<file path="config.mk">
export PLATFORM = sky130hd
export DESIGN_NAME = win_score_counter
export DESIGN_NICKNAME = d
export VERILOG_FILES = /design/src/rtl/win_score_counter.sv
export SDC_FILE = /design/constraint.sdc
export NUM_CORES = 1
export LEC_CHECK = 0
export BUFFER_PORTS_ARGS = -buffer_cell sky130_fd_sc_hd__buf_4
export CAP_MARGIN = 40
export CORE_MARGIN = 8
export CORE_UTILIZATION = 48
export DETAILED_ROUTE_END_ITERATION = 6
export PLACE_DENSITY = 0.81
export SYNTH_ARGS = -nofsm -noshare
export SYNTH_HDL_FRONTEND = slang
export SYNTH_SLANG_ARGS = --single-unit
</file>
<file path="constraint.sdc">
create_clock -name clk -period 1.6 [get_ports clk]
set_input_delay 0.08 -clock clk [delete_from_list [all_inputs] [get_ports clk]]
set_output_delay 0.08 -clock clk [all_outputs]
set_load 0.01 [all_outputs]
</file>
<file path="src/rtl/win_score_counter.sv">
// Tug-of-war win score counter: counts one player's wins, drives a 7-seg digit,
// pulses round_reset after each non-final win and latches game_over at MAX_SCORE.
// Latency: outputs update right after the edge that samples a win rising edge; no backpressure.
module win_score_counter #(
  parameter int WIDTH          = 3,
  parameter int MAX_SCORE      = 7,
  parameter int RESTART_CYCLES = 4
) (
  input  logic             clk,
  input  logic             Reset,
  input  logic             win,
  output logic [WIDTH-1:0] score,
  output logic [6:0]       HEX,
  output logic             round_reset,
  output logic             game_over
);

  localparam int CW = $clog2(RESTART_CYCLES) + 1;
  localparam logic [CW-1:0]    CNT_LOAD  = CW'(RESTART_CYCLES - 1);
  localparam logic [WIDTH-1:0] SCORE_MAX = WIDTH'(MAX_SCORE);

  typedef enum logic [1:0] {
    PLAY    = 2'd0,
    RESTART = 2'd1,
    DONE    = 2'd2
  } state_t;

  state_t           state_q, state_d;
  logic [WIDTH-1:0] score_q, score_d;
  logic [CW-1:0]    cnt_q, cnt_d;
  logic             win_q, win_d;
  logic             round_reset_q, round_reset_d;
  logic             game_over_q, game_over_d;

  logic             win_event;
  logic [WIDTH-1:0] score_inc;
  logic [31:0]      score_ext;

  assign win_event = win & ~win_q;
  assign score_inc = score_q + WIDTH'(1);

  // Next-state logic: count a win only in PLAY, then either restart the round or end the game.
  always_comb begin
    state_d       = state_q;
    score_d       = score_q;
    cnt_d         = cnt_q;
    win_d         = win;
    round_reset_d = round_reset_q;
    game_over_d   = game_over_q;
    case (state_q)
      PLAY: begin
        round_reset_d = 1'b0;
        if (win_event) begin
          score_d       = score_inc;
          round_reset_d = 1'b1;
          if (score_inc == SCORE_MAX) begin
            state_d     = DONE;
            game_over_d = 1'b1;
          end else begin
            state_d = RESTART;
            cnt_d   = CNT_LOAD;
          end
        end
      end
      RESTART: begin
        // Wins are ignored here, including one arriving on the edge the counter expires.
        if (cnt_q == '0) begin
          state_d       = PLAY;
          round_reset_d = 1'b0;
        end else begin
          cnt_d = cnt_q - CW'(1);
        end
      end
      DONE: begin
        round_reset_d = 1'b1;
        game_over_d   = 1'b1;
      end
      default: begin
        state_d = PLAY;
      end
    endcase
  end

  // State registers; win_q resets high so a win level held through reset is not counted.
  always_ff @(posedge clk or posedge Reset) begin
    if (Reset) begin
      state_q       <= PLAY;
      score_q       <= '0;
      cnt_q         <= '0;
      win_q         <= 1'b1;
      round_reset_q <= 1'b0;
      game_over_q   <= 1'b0;
    end else begin
      state_q       <= state_d;
      score_q       <= score_d;
      cnt_q         <= cnt_d;
      win_q         <= win_d;
      round_reset_q <= round_reset_d;
      game_over_q   <= game_over_d;
    end
  end

  assign score_ext = 32'(score_q);

  // Active-low {g,f,e,d,c,b,a} digit decode; out-of-range values blank the display.
  always_comb begin
    HEX = 7'b1111111;
    case (score_ext)
      32'd0:   HEX = 7'b1000000;
      32'd1:   HEX = 7'b1111001;
      32'd2:   HEX = 7'b0100100;
      32'd3:   HEX = 7'b0110000;
      32'd4:   HEX = 7'b0011001;
      32'd5:   HEX = 7'b0010010;
      32'd6:   HEX = 7'b0000010;
      32'd7:   HEX = 7'b1111000;
      32'd8:   HEX = 7'b0000000;
      32'd9:   HEX = 7'b0010000;
      default: HEX = 7'b1111111;
    endcase
  end

  assign score       = score_q;
  assign round_reset = round_reset_q;
  assign game_over   = game_over_q;

endmodule

</file>
## After elaboration in Yosys (flattened, before gate mapping)

Memories as Yosys holds them, arrays and structs flattened.
Index checks and enable logic that the tools add are counted.

- Word-level logic and storage cells: 44
- Memories kept: 1
- Bits in read-only memories: 112
- Flip-flop bits (word level): 11
- Input bits: 3
- Output and inout bits: 12

Memories:

| name | depth | bits a word | read ports | clocked after memory_dff | wr ports | RTL line | text |
|---|---|---|---|---|---|---|---|
| (name not given) | 16 | 7 | 1 | 0 | 0 | 108 | `case (score_ext)` |

- Reductions and logical operators: 10
- Equality and inequality tests: 8
- Multiplexer cells: 14
- Bitwise logic cells: 3
- Add/sub/neg operators: 2

Operators with widths:

| kind | count |
|---|---|
| $ne 2x2->1 const B | 5 |
| $mux 3 | 3 |
| $mux 2 | 3 |
| $pmux 2 s3 | 1 |
| $pmux 3 s2 | 1 |
| $reduce_and 3->1 | 2 |
| $mux 1 | 4 |
| $reduce_and 2->1 | 2 |
| $reduce_and 4->1 | 1 |
| $reduce_bool 2->1 | 2 |
| $add 3x1->3 const B | 1 |
| $eq 3x3->1 const B | 1 |
| $logic_not 3->1 | 1 |
| $pmux 1 s3 | 1 |
| $reduce_bool 3->1 | 1 |
| $sub 3x1->3 const B | 1 |
| $eq 2x1->1 const B | 1 |
| $eq 2x2->1 const B | 1 |
| $logic_not 2->1 | 1 |
| $not 1->1 | 2 |
| $pmux 1 s2 | 1 |
| $and 1x1->1 | 1 |

## Depth between registers and ports, before layout

Gate-level depths: netlist (run 1).

- Depth after elaboration: 5
- Depth in mapped cells: 7
- Mapped depth without buffers: 6

## Worst setup path after synthesis (run 1)

Ideal clock, no wire load.

- Path kind: reg-to-reg
- Start: reg state_q[0]
- End: reg cnt_q[0]
- Data required time: 1.470 ns
- Path buffers: 1
- Path slack: 0.037 ns
- Library setup time: 0.130 ns
- Data arrival time: 1.433 ns
- Clock period less this slack: 1.563 ns
- Cell stages (with the launch flop): 8
- Path through: dfrtp_1 > inv_1 > ha_1 > buf_2 > and2_1 > a22oi_2 > and4_4 > nor4_2

- Longest elaborated chain between the ends: 3
- Elaborated cells on any way between the ends: 8
- Classes of those cells: 4 x eq/ne; 1 x mux; 3 x reduce/logical

Ends and longest elaborated chain:

| what | RTL line | text |
|---|---|---|
| start, declared | 28 | `state_t state_q, state_d;` |
| start signal, assigned | 94 | `state_q <= state_d;` |
| $eq 2x1->1 or $logic_not 2->1 (tied branches) | 50 | `case (state_q)` |
| $ne 2x2->1 (no source line) or $reduce_bool 2->1 (tied branches) | -- |  |
| $reduce_and 4->1 (no source line) | -- |  |
| end signal, assigned | 96 | `cnt_q <= cnt_d;` |
| end, declared | 30 | `logic [CW-1:0] cnt_q, cnt_d;` |

Several ways; a longest one is shown, not always the timed one.
A chain may end at the register's enable or synchronous reset.

## Worst setup path in the final report (run 1)

- Start: reg score_q[0], in the netlist score[0]
- End: out HEX[1]

- Longest elaborated chain between the ends: 1

Ends and longest elaborated chain:

| what | RTL line | text |
|---|---|---|
| start, declared | 29 | `logic [WIDTH-1:0] score_q, score_d;` |
| start signal, assigned | 95 | `score_q <= score_d;` |
| $mem_v2 16x7 | -- |  |
| end, declared | 13 | `output logic [6:0] HEX,` |

No other way between the ends.

==> results.md, run 1 <==
- Synth area leaders: dfrtp_1 (31%), ha_1 (17%), a21oi_1 (4.4%)
- Post-synthesis async set-or-reset flop share: 100%
- Post-DR vias/cell: 5.28
- Total wire length: 1660 um
- Number of global-route vias before repair: 653
- Worst reg2reg path depth: 6
- Syn nets: 97
- Hold_ws: 345 ps
- # IOs: 15
- # rows: 14
- Ys Warns: 0
- Final setup fails: 0
- PD cells: 2050 mW/mm2
- Mux share of post-synthesis cell area: 4.08%
- Drt first pass iters: 4
- Reg2reg start: score[0]
- Max_slew headroom: 71.8%
- Seq/Total Area, Yosys: 34.6%
- CP Data Required Time: 1520 ps
- Syn Std Cell Area: 798 um2
- Pre-CTS setup slack: 10.8 ps
- Ant. Diodes: 0
- H-Tree Depth: 1
- Placed insts: 117
- Total power: 2.15 mW
- Final min period: 1550 ps
- Nets: 123
- Clock buffer depth: 2
- DRC: 0
- Post-Synth Simple-Gate Area: 19.0%
- Synth top area share: 31.3%
- Initial Util: 51.8%
- Reg area: 277 um2
- Worst Setup EP: HEX[1]
- Num CTS Buffers: 3
- Largest family of logic cells by synthesized area: simple AND/OR/NAND/NOR gates
- Die height: 56.8 um
- Synth Area in XOR/XNOR: 4.23%
- Fmax: 646 MHz
- CP max stage delay: 450 ps
- Crit Path Class: flip-flop to primary output
- Placed cell areas: 956 um2
- Final Instance Area: 0.00105 mm2
- Clk Latency, worst-skew pair: 270 ps
- EDFF count, synth: 0
- Multi-input logic area: 508 um2
- Max-cap violations: 0
- Final Skew: 3.50 ps
- Hold WC Path Type: input pin to async pin
- Vias: 655
- Slowest CP cell: dfrtp_1
- HPWL Detailed: 1290 um
- Post-synth top flop: dfrtp_1
- Area Growth Syn to Fin: 31.5%
- CP Capture Type: primary output
- Number of synthesized register bits: 11
- Final ANT Viol Nets: 0
- DIE AREA: 0.00322 mm2
- R2R Setup Slk: 80 ps
- Finished Layout Cells: 124
- Largest net degree at the start of global routing: 12
- Core box area: 0.00154 mm2
- Initial antenna violation count: 0
- Leakage: 0.506 nW
- CP max FO: 4
- Pins Over Slew Limit: 0
- Post-route core utilization: 68.1%
- Total Routing Usage GR: 9.90%
- Final worst setup slack: 51.4 ps
- Layout cell share with drive strength beyond 1: 37.0%
- Worst-case vdd ir drop: 1.22 mV
- GPL Wtd Cong: 0.878
- Global-route wire length before repair: 2750 um
- Status: finished clean
- Setup crit start kind: flip-flop
- Synth area leader: dfrtp_1
- Cells along the critical path: inv_2 -> buf_4 -> ha_4 -> and2_1 -> buf_4
- CP startpoint: score[0]
- Die X: 56.8 um
- Fin crit share: 96.8%
- Slew @ Worst Pin: 423 ps
- Post-Syn Area per Cell: 9.62 um2
- Adder-cell share of the synthesized area: 17.2%
- GRT Residual Overflow: 0
- Crit path top cell by count: buf_4
- Fillers: 111
- Worst r2r dst: cnt_q[0]
- Synth cell types: 32
- Routed len/inst: 13.4 um
- Initial DRC count: 9
- CTS clk-pin slew, worst paths: 80 ps
- Syn Inst Count: 83
- Compound-Gate Fraction of Synth Area: 14.1%
- Final TNS setup: 0 ps
- CTS tree: yes
- CP Data Arrival Time: 1470 ps
- Root buffer cell: clkbuf_4
- Final hold violations: 0
- PortBufs: 14
- # clock sinks: 11
[synthesized netlist by cell type (2+ instances only)]
library cell / n
o211ai_1: 2
nor2b_1: 2
inv_1: 9
mux2_2: 2
nand3_1: 3
nand2_1: 9
xnor2_1: 2
nor2_1: 2
ha_1: 11
dfrtp_1: 10
a21oi_1: 7
o21ai_0: 2
nor3_1: 2
and2_1: 2
[layout make-up]
cell class | count | share of cell area (%)
Inverter | 9 | 3.22
Tap cell | 16 | 1.91
Sequential cell | 11 | 26.3
Clock buffer | 4 | 2.50
Multi-Input combinational cell | 60 | 48.4
Timing Repair Buffer | 24 | 17.6
[critical path, delay by kind of cell, from the launching register on]
kind          cells  cell delay (ps)
buf+inv           3              360
simple gates      1              150
fa+ha+maj         1              240
flops             1              450
[how the worst min path moves through the flow]
stage	depth (start not counted)	to	start
3_5_place_dp	2	state_q[1]	Reset
4_1_cts	3	score[0]	Reset
5_1_grt	3	state_q[1]	Reset
2_1_floorplan	1	cnt_q[0]	Reset
3_3_place_gp	2	state_q[0]	Reset
6_report	3	score[0]	Reset
[where the power goes]
part | internal (mW) | leakage [nW] | switching [mW]
Clock | 0.0965 | 0.0150 | 0.101
Sequential | 0.381 | 0.127 | 0.0948
Combinational | 0.763 | 0.364 | 0.714
[registers in the layout, summed over array words and instances (netlist names)]
register and cells:
cnt_q 3, game_over 1, round_reset 1, score 3
state_q 2, win_q 1
[what timing repair did]
action,CTS,global route
hold endpoints to repair,11,0
resized for setup,1,9
hold buffers,2,0
buffers inserted,0,1
setup endpoints to repair,1,4
gates cloned,0,0
[placed cells by master, fill, tap and decap left out, types with 2 or more instances in the layout]
cell / n
nor2b_1: 2
dfrtp_1: 10
mux2_2: 2
nor3_1: 2
nand2_1: 9
inv_1: 6
dlygate4sd3_1: 2
ha_1: 7
clkbuf_4: 3
and2_1: 2
a21oi_1: 7
o211ai_1: 2
inv_2: 3
nor2_1: 2
xnor2_1: 2
nand3_1: 3
buf_4: 22
ha_4: 3
[cell families after synthesis]
| kind of cell | count (synthesis) |
|---|---|
| XOR/XNOR | 3 |
| AO/OA/AOI/OAI | 17 |
| multiplexers | 3 |
| buffers and inverters | 12 |
| AND/OR/NAND/NOR | 26 |
| adder cells (fa/ha/maj) | 11 |
| flip-flops | 11 |
[metal layers]
layer / global-route usage [%] / vias to the layer above / part of all wire [%]
met5: 0 / - / 0
met4: 2.01 / 0 / 0.72
met3: 2.92 / 2 / 2.6
met2: 16.6 / 7 / 52
met1: 12.1 / 313 / 45
li1: - / 333 / -
No activity file was read; power rests on OpenSTA's default activity.
==> inputs of run 2 (changes only) <==
--- a/config.mk
+++ b/config.mk
@@ -11,6 +11,7 @@
 export CORE_UTILIZATION = 48
 export DETAILED_ROUTE_END_ITERATION = 6
 export PLACE_DENSITY = 0.81
+export REMOVE_ABC_BUFFERS = 1
 export SYNTH_ARGS = -nofsm -noshare
 export SYNTH_HDL_FRONTEND = slang
 export SYNTH_SLANG_ARGS = --single-unit
==> run 2 against run 1 <==
Worst hold slack gained 8.1 ps. Core utilization down 0.65 points. Highest routed layer unchanged. Sequential power decreased by 4%. Largest power group unchanged. Routed wire length shrank 1.9%. Die area stayed put. Total power shrank 1.6%. Maximum frequency is 1.7% higher.
==> results.md, run 2 (synthesis gave the netlist of run 1 again) <==
- Max_slew headroom: 71.9% (was 71.8%)
- Final setup fails: 0 (unchanged)
- NetSw: 0.898 mW (was 0.910 mW)
- Nets: 123 (unchanged)
- Reg area: 277 um2 (unchanged)
- Area Growth Syn to Fin: 30.3% (was 31.5%)
- Leakage: 0.503 nW (was 0.506 nW)
- Drt first pass iters: 4 (unchanged)
- Unrepaired setup endpoints after global routing: false
- Pins Over Slew Limit: 0 (unchanged)
- Clk Latency, worst-skew pair: 270 ps (about the same)
- Status: finished clean (unchanged)
- Clock buffer depth: 2 (unchanged)
- PortBufs: 14 (unchanged)
- Final worst setup slack: 77.0 ps (was 51.4 ps)
- Ant. Diodes: 0 (unchanged)
- Cells along the critical path: inv_2 -> ha_1 -> and2_1 -> a22oi_2 -> and4_4 -> nor4_2 (was inv_2 -> buf_4 -> ha_4 -> and2_1 -> buf_4)
- # IOs: 15 (unchanged)
- GRT Residual Overflow: 0 (unchanged)
- Fin crit share: 95.2% (was 96.8%)
- Setup crit start kind: flip-flop (unchanged)
- Sw Share: 42.5% (was 42.3%)
- CP Capture Type: flip-flop (was primary output)
- Total Routing Usage GR: 10.8% (was 9.90%)
- Reg2reg start: score[0] (unchanged)
- CTS clk-pin slew, worst paths: 70 ps (was 80 ps)
- Root buffer cell: clkbuf_4 (unchanged)
- CP max FO: 4 (unchanged)
- Multi-input logic area: 498 um2 (was 508 um2)
- DIE AREA: 0.00322 mm2 (unchanged)
- Vias: 654 (was 655)
- Slew @ Worst Pin: 420 ps (was 423 ps)
- # rows: 14 (unchanged)
- Die height: 56.8 um (unchanged)
- Most frequent cells in the layout: buf_4 (22), dfrtp_1 (10), nand2_1 (9) (unchanged)
- Number of global-route vias before repair: 639 (was 653)
- Slowest CP cell: dfrtp_1 (unchanged)
- # clock sinks: 11 (unchanged)
- Total wire length: 1630 um (was 1660 um)
- Pre-CTS setup slack: -1.67 ps (was 10.8 ps)
- Placed cell areas: 963 um2 (was 956 um2)
- Crit Path Class: flip-flop to flip-flop (was flip-flop to primary output)
- Final hold violations: 0 (unchanged)
- Final ANT Viol Nets: 0 (unchanged)
- Routed len/inst: 13.1 um (was 13.4 um)
- Core box area: 0.00154 mm2 (unchanged)
- CP startpoint: score[0] (unchanged)
- Fmax: 657 MHz (was 646 MHz)
- Initial DRC count: 13 (was 9)
- Final Skew: 10.6 ps (was 3.50 ps)
- Die X: 56.8 um (unchanged)
- Num CTS Buffers: 3 (unchanged)
- Critical path's top delay family: simple AND/OR/NAND/NOR gates (was flip-flops)
- Layout cell share with drive strength beyond 1: 36.1% (was 37.0%)
- Post-DR vias/cell: 5.27 (was 5.28)
- Initial Util: 51.8% (unchanged)
- CP Data Arrival Time: 1680 ps (was 1470 ps)
- Largest net degree at the start of global routing: 12 (unchanged)
- PD cells: 2030 mW/mm2 (was 2050 mW/mm2)
- Internal power: 1.22 mW (was 1.24 mW)
- Critical path buffer and inverter count: 1 (was 3)
- HPWL Detailed: 1270 um (was 1290 um)
- CP max stage delay: 420 ps (was 450 ps)
- Clock share of power: 8.9% (was 9.2%)
- Reg power frac: 21.6% (was 22.1%)
- Global-route wire length before repair: 2880 um (was 2750 um)
- DRC: 0 (unchanged)
- CTS tree: yes (unchanged)
- Gate power share: 69.5% (was 68.7%)
- Fillers: 114 (was 111)
- Hold WC Path Type: input pin to async pin (unchanged)
- H-Tree Depth: 1 (unchanged)
- Final min period: 1520 ps (was 1550 ps)
- CP Data Required Time: 1760 ps (was 1520 ps)
- Initial antenna violation count: 0 (unchanged)
- Worst-case vdd ir drop: 1.22 mV (about the same)
- Most common cell after layout, fill and taps aside: buf_4 (unchanged)
- Max-cap violations: 0 (unchanged)
- Final Instance Area: 0.00104 mm2 (was 0.00105 mm2)
- GPL Wtd Cong: 0.922 (was 0.878)
==> run 2: timing repair <==
action,CTS,global route
hold buffers,2,0
setup buffers,0,0
hold endpoints to repair,11,0
endpoints found under the setup margin,0,5
resized for setup,0,7
==> run 2: final timing paths <==
path                        endpoint  slack [ps]  cells past startpoint
min in group clk           game_over         480                      2
setup reg to reg            cnt_q[0]          80                      6
hold / removal             game_over         350                      3
max in group asynchronous      win_q         910                      3
setup / recovery            cnt_q[0]          80                      6
hold reg to reg            game_over         480                      2
==> run 2: worst register-to-register path: stages (launching register included) <==
cell and delay (ps):
dfrtp_1 420, inv_2 90, ha_1 230, and2_1 150, a22oi_2 230, and4_4 260, nor4_2 40
==> run 2: per-layer routing <==
metal / GRT usage (%) / vias to the layer above / share of wire (%)
met5: 0 / - / 0
met1: 12.3 / 305 / 46
met4: 2.01 / 0 / 0.49
met3: 5.17 / 2 / 4.8
met2: 18.0 / 12 / 49
li1: - / 335 / -
==> run 2: layout make-up <==
class	instances	area share [%]
Clock buffer	4	2.53
Timing Repair Buffer	24	17.8
Tap cell	16	1.93
Multi-Input combinational cell	60	47.9
Sequential cell	11	26.6
Inverter	9	3.25
==> run 2: stage by stage <==
| step | power, mW | util, % | cells | setup TNS, ps | hold slack (ps) |
|---|---|---|---|---|---|
| floorplan | 1.27 | - | 80 | 0 | -68.3 |
| global placement | 1.81 | 62.5 | 118 | 0 | 94.3 |
| detailed placement | 1.84 | 62.5 | 118 | -1.67 | 109 |
| CTS | 2.04 | 65.5 | 124 | 0 | 365 |
| global route | 2.30 | 67.5 | 124 | 0 | 401 |
| finish | 2.12 | 67.5 | 124 | 0 | 353 |
==> run 2: power by group through the flow <==
stage | logic [mW] | registers, mW | clock network (mW)
after floorplan | 0.750 | 0.521 | 0
after global placement | 1.35 | 0.457 | 0
after detailed placement | 1.38 | 0.463 | 0
after CTS | 1.39 | 0.458 | 0.196
after global routing | 1.62 | 0.473 | 0.208
final | 1.47 | 0.458 | 0.187
==> inputs of run 3 (changes only) <==
==> constraint.sdc (replaced) <==
create_clock -name clk -period 1.6 [get_ports clk]
set_input_delay 0.16 -clock clk [delete_from_list [all_inputs] [get_ports clk]]
set_output_delay 0.16 -clock clk [all_outputs]
set_load 0.01 [all_outputs]
==> run 3 against run 2 <==
Die area is the same. Final area grew 2.2%. Register-to-register slack lost 30 ps. Clock skew grew 1.5 ps. Largest cell class unchanged. Highest routed layer unchanged.
==> results.md, run 3 (synthesis gave the netlist of run 1 again) <==
- Crit Path Class: flip-flop to flip-flop (unchanged)
- Max_slew headroom: 71.8% (was 71.9%)
- Most frequent cells in the layout: buf_4 (23), dfrtp_1 (9), nand2_1 (8) (was buf_4 (22), dfrtp_1 (10), nand2_1 (9))
- HPWL Detailed: 1270 um (unchanged)
- Vias: 640 (was 654)
- PortBufs: 14 (unchanged)
- Die height: 56.8 um (unchanged)
- Clock buffer depth: 2 (unchanged)
- CP Capture Type: flip-flop (unchanged)
- Unrepaired setup endpoints after global routing: true (was false)
- Nets: 123 (unchanged)
- Most common cell after layout, fill and taps aside: buf_4 (unchanged)
- Leakage: 0.506 nW (was 0.503 nW)
- Max-cap violations: 0 (unchanged)
- H-Tree Depth: 1 (unchanged)
- # rows: 14 (unchanged)
- GPL Wtd Cong: 0.922 (unchanged)
- Final ANT Viol Nets: 0 (unchanged)
- # clock sinks: 11 (unchanged)
- CTS clk-pin slew, worst paths: 70 ps (about the same)
- CP Data Arrival Time: 1710 ps (was 1680 ps)
- DIE AREA: 0.00322 mm2 (unchanged)
- Fmax: 643 MHz (was 657 MHz)
- Hold_ws: 16.6 ps (was 353 ps)
- Final hold violations: 0 (unchanged)
- Setup crit start kind: flip-flop (unchanged)
- Initial Util: 51.8% (unchanged)
- Number of global-route vias before repair: 660 (was 639)
- Largest net degree at the start of global routing: 12 (unchanged)
- Root buffer cell: clkbuf_4 (unchanged)
- Clk Latency, worst-skew pair: 270 ps (about the same)
- Final worst setup slack: 44.7 ps (was 77.0 ps)
- Total wire length: 1670 um (was 1630 um)
- DRC: 0 (unchanged)
- Core box area: 0.00154 mm2 (unchanged)
- Num CTS Buffers: 3 (unchanged)
- Final setup fails: 0 (unchanged)
- Initial antenna violation count: 0 (unchanged)
- Post-DR vias/cell: 5.16 (was 5.27)
- Global-route wire length before repair: 2940 um (was 2880 um)
- Final TNS setup: 0 ps (unchanged)
- Fin crit share: 97.2% (was 95.2%)
- Pre-CTS setup slack: -1.67 ps (unchanged)
- Placed cell areas: 963 um2 (unchanged)
- Final min period: 1560 ps (was 1520 ps)
- Routed len/inst: 13.5 um (was 13.1 um)
- Initial DRC count: 12 (was 13)
- CP Data Required Time: 1750 ps (was 1760 ps)
- Final Skew: 12.1 ps (was 10.6 ps)
- Pins Over Slew Limit: 0 (unchanged)
- Status: finished clean (unchanged)
- PD cells: 2080 mW/mm2 (was 2030 mW/mm2)
- CP max FO: 4 (unchanged)
- Layout cell share with drive strength beyond 1: 39.8% (was 36.1%)
- Worst-case vdd ir drop: 1.22 mV (about the same)
- Final Instance Area: 0.00106 mm2 (was 0.00104 mm2)
- GRT Residual Overflow: 0 (unchanged)
- Drt first pass iters: 4 (unchanged)
- Fillers: 109 (was 114)
- # IOs: 15 (unchanged)
- Total power: 2.20 mW (was 2.12 mW)
- Slew @ Worst Pin: 423 ps (was 420 ps)
- Die X: 56.8 um (unchanged)
- Ant. Diodes: 0 (unchanged)
- Hold WC Path Type: input pin to flip-flop (was input pin to async pin)
- Area Growth Syn to Fin: 33.1% (was 30.3%)
- CTS tree: yes (unchanged)
- Total Routing Usage GR: 11.1% (was 10.8%)
[run 3: final cells by class]
class / instances / area [um2] / share of cell area, %
multi-input combinational: 60 / 522 / 49.1
clock buffer: 4 / 26.3 / 2.47
sequential: 11 / 278 / 26.1
timing repair buffer: 24 / 183 / 17.2
inverter: 9 / 33.8 / 3.18
tap: 16 / 20.0 / 1.88
[run 3: layer usage]
layer  global-route usage, %  part of all wire, %  vias to the layer above
li1                        -                    -                      335
met3                    5.17                  4.1                        2
met5                       0                    0                        -
met2                    18.5                   51                        8
met4                    2.01                 0.48                        0
met1                    12.7                   45                      295
[run 3: worst paths after layout]
path | cells after the start | endpoint | slack, ps | from
worst max-delay path | 6 | cnt_q[0] | 40 | score[1]
worst min-delay path | 1 | win_q | 20 | win
worst max register to register | 6 | cnt_q[0] | 40 | score[1]
worst min register to register | 2 | game_over | 480 | game_over
max in group asynchronous | 3 | win_q | 820 | Reset
min in group asynchronous | 3 | game_over | 430 | Reset
[run 3: worst max-delay path, stage by stage, from the launching register on]
cell and delay (ps):
dfrtp_1 370, buf_4 140, ha_4 180, xor2_4 190
a22oi_2 260, and4_4 260, nor4_2 40
[run 3: repair_timing]
| action | 4_1_cts | 5_1_grt |
|---|---|---|
| hold buffers | 1 | 0 |
| gates resized for setup | 1 | 11 |
| pin swaps | 0 | 2 |
| hold endpoints to repair | 10 | 0 |
| buffers inserted | 1 | 0 |
| endpoints found under the setup margin | 2 | 8 |
[run 3: through the flow]
step | utilization (%) | instances
final | 68.9 | 124
after global routing | 68.9 | 124
after CTS | 66.2 | 124
after detailed placement | 62.5 | 118
after global placement | 62.5 | 118
after floorplan | - | 80
[run 3: power by group]
group / leakage, nW / internal, mW / switching (mW) / total (mW)
combinational: 0.366 / 0.786 / 0.763 / 1.55
clock: 0.0150 / 0.0964 / 0.0896 / 0.186
sequential: 0.126 / 0.384 / 0.0868 / 0.470
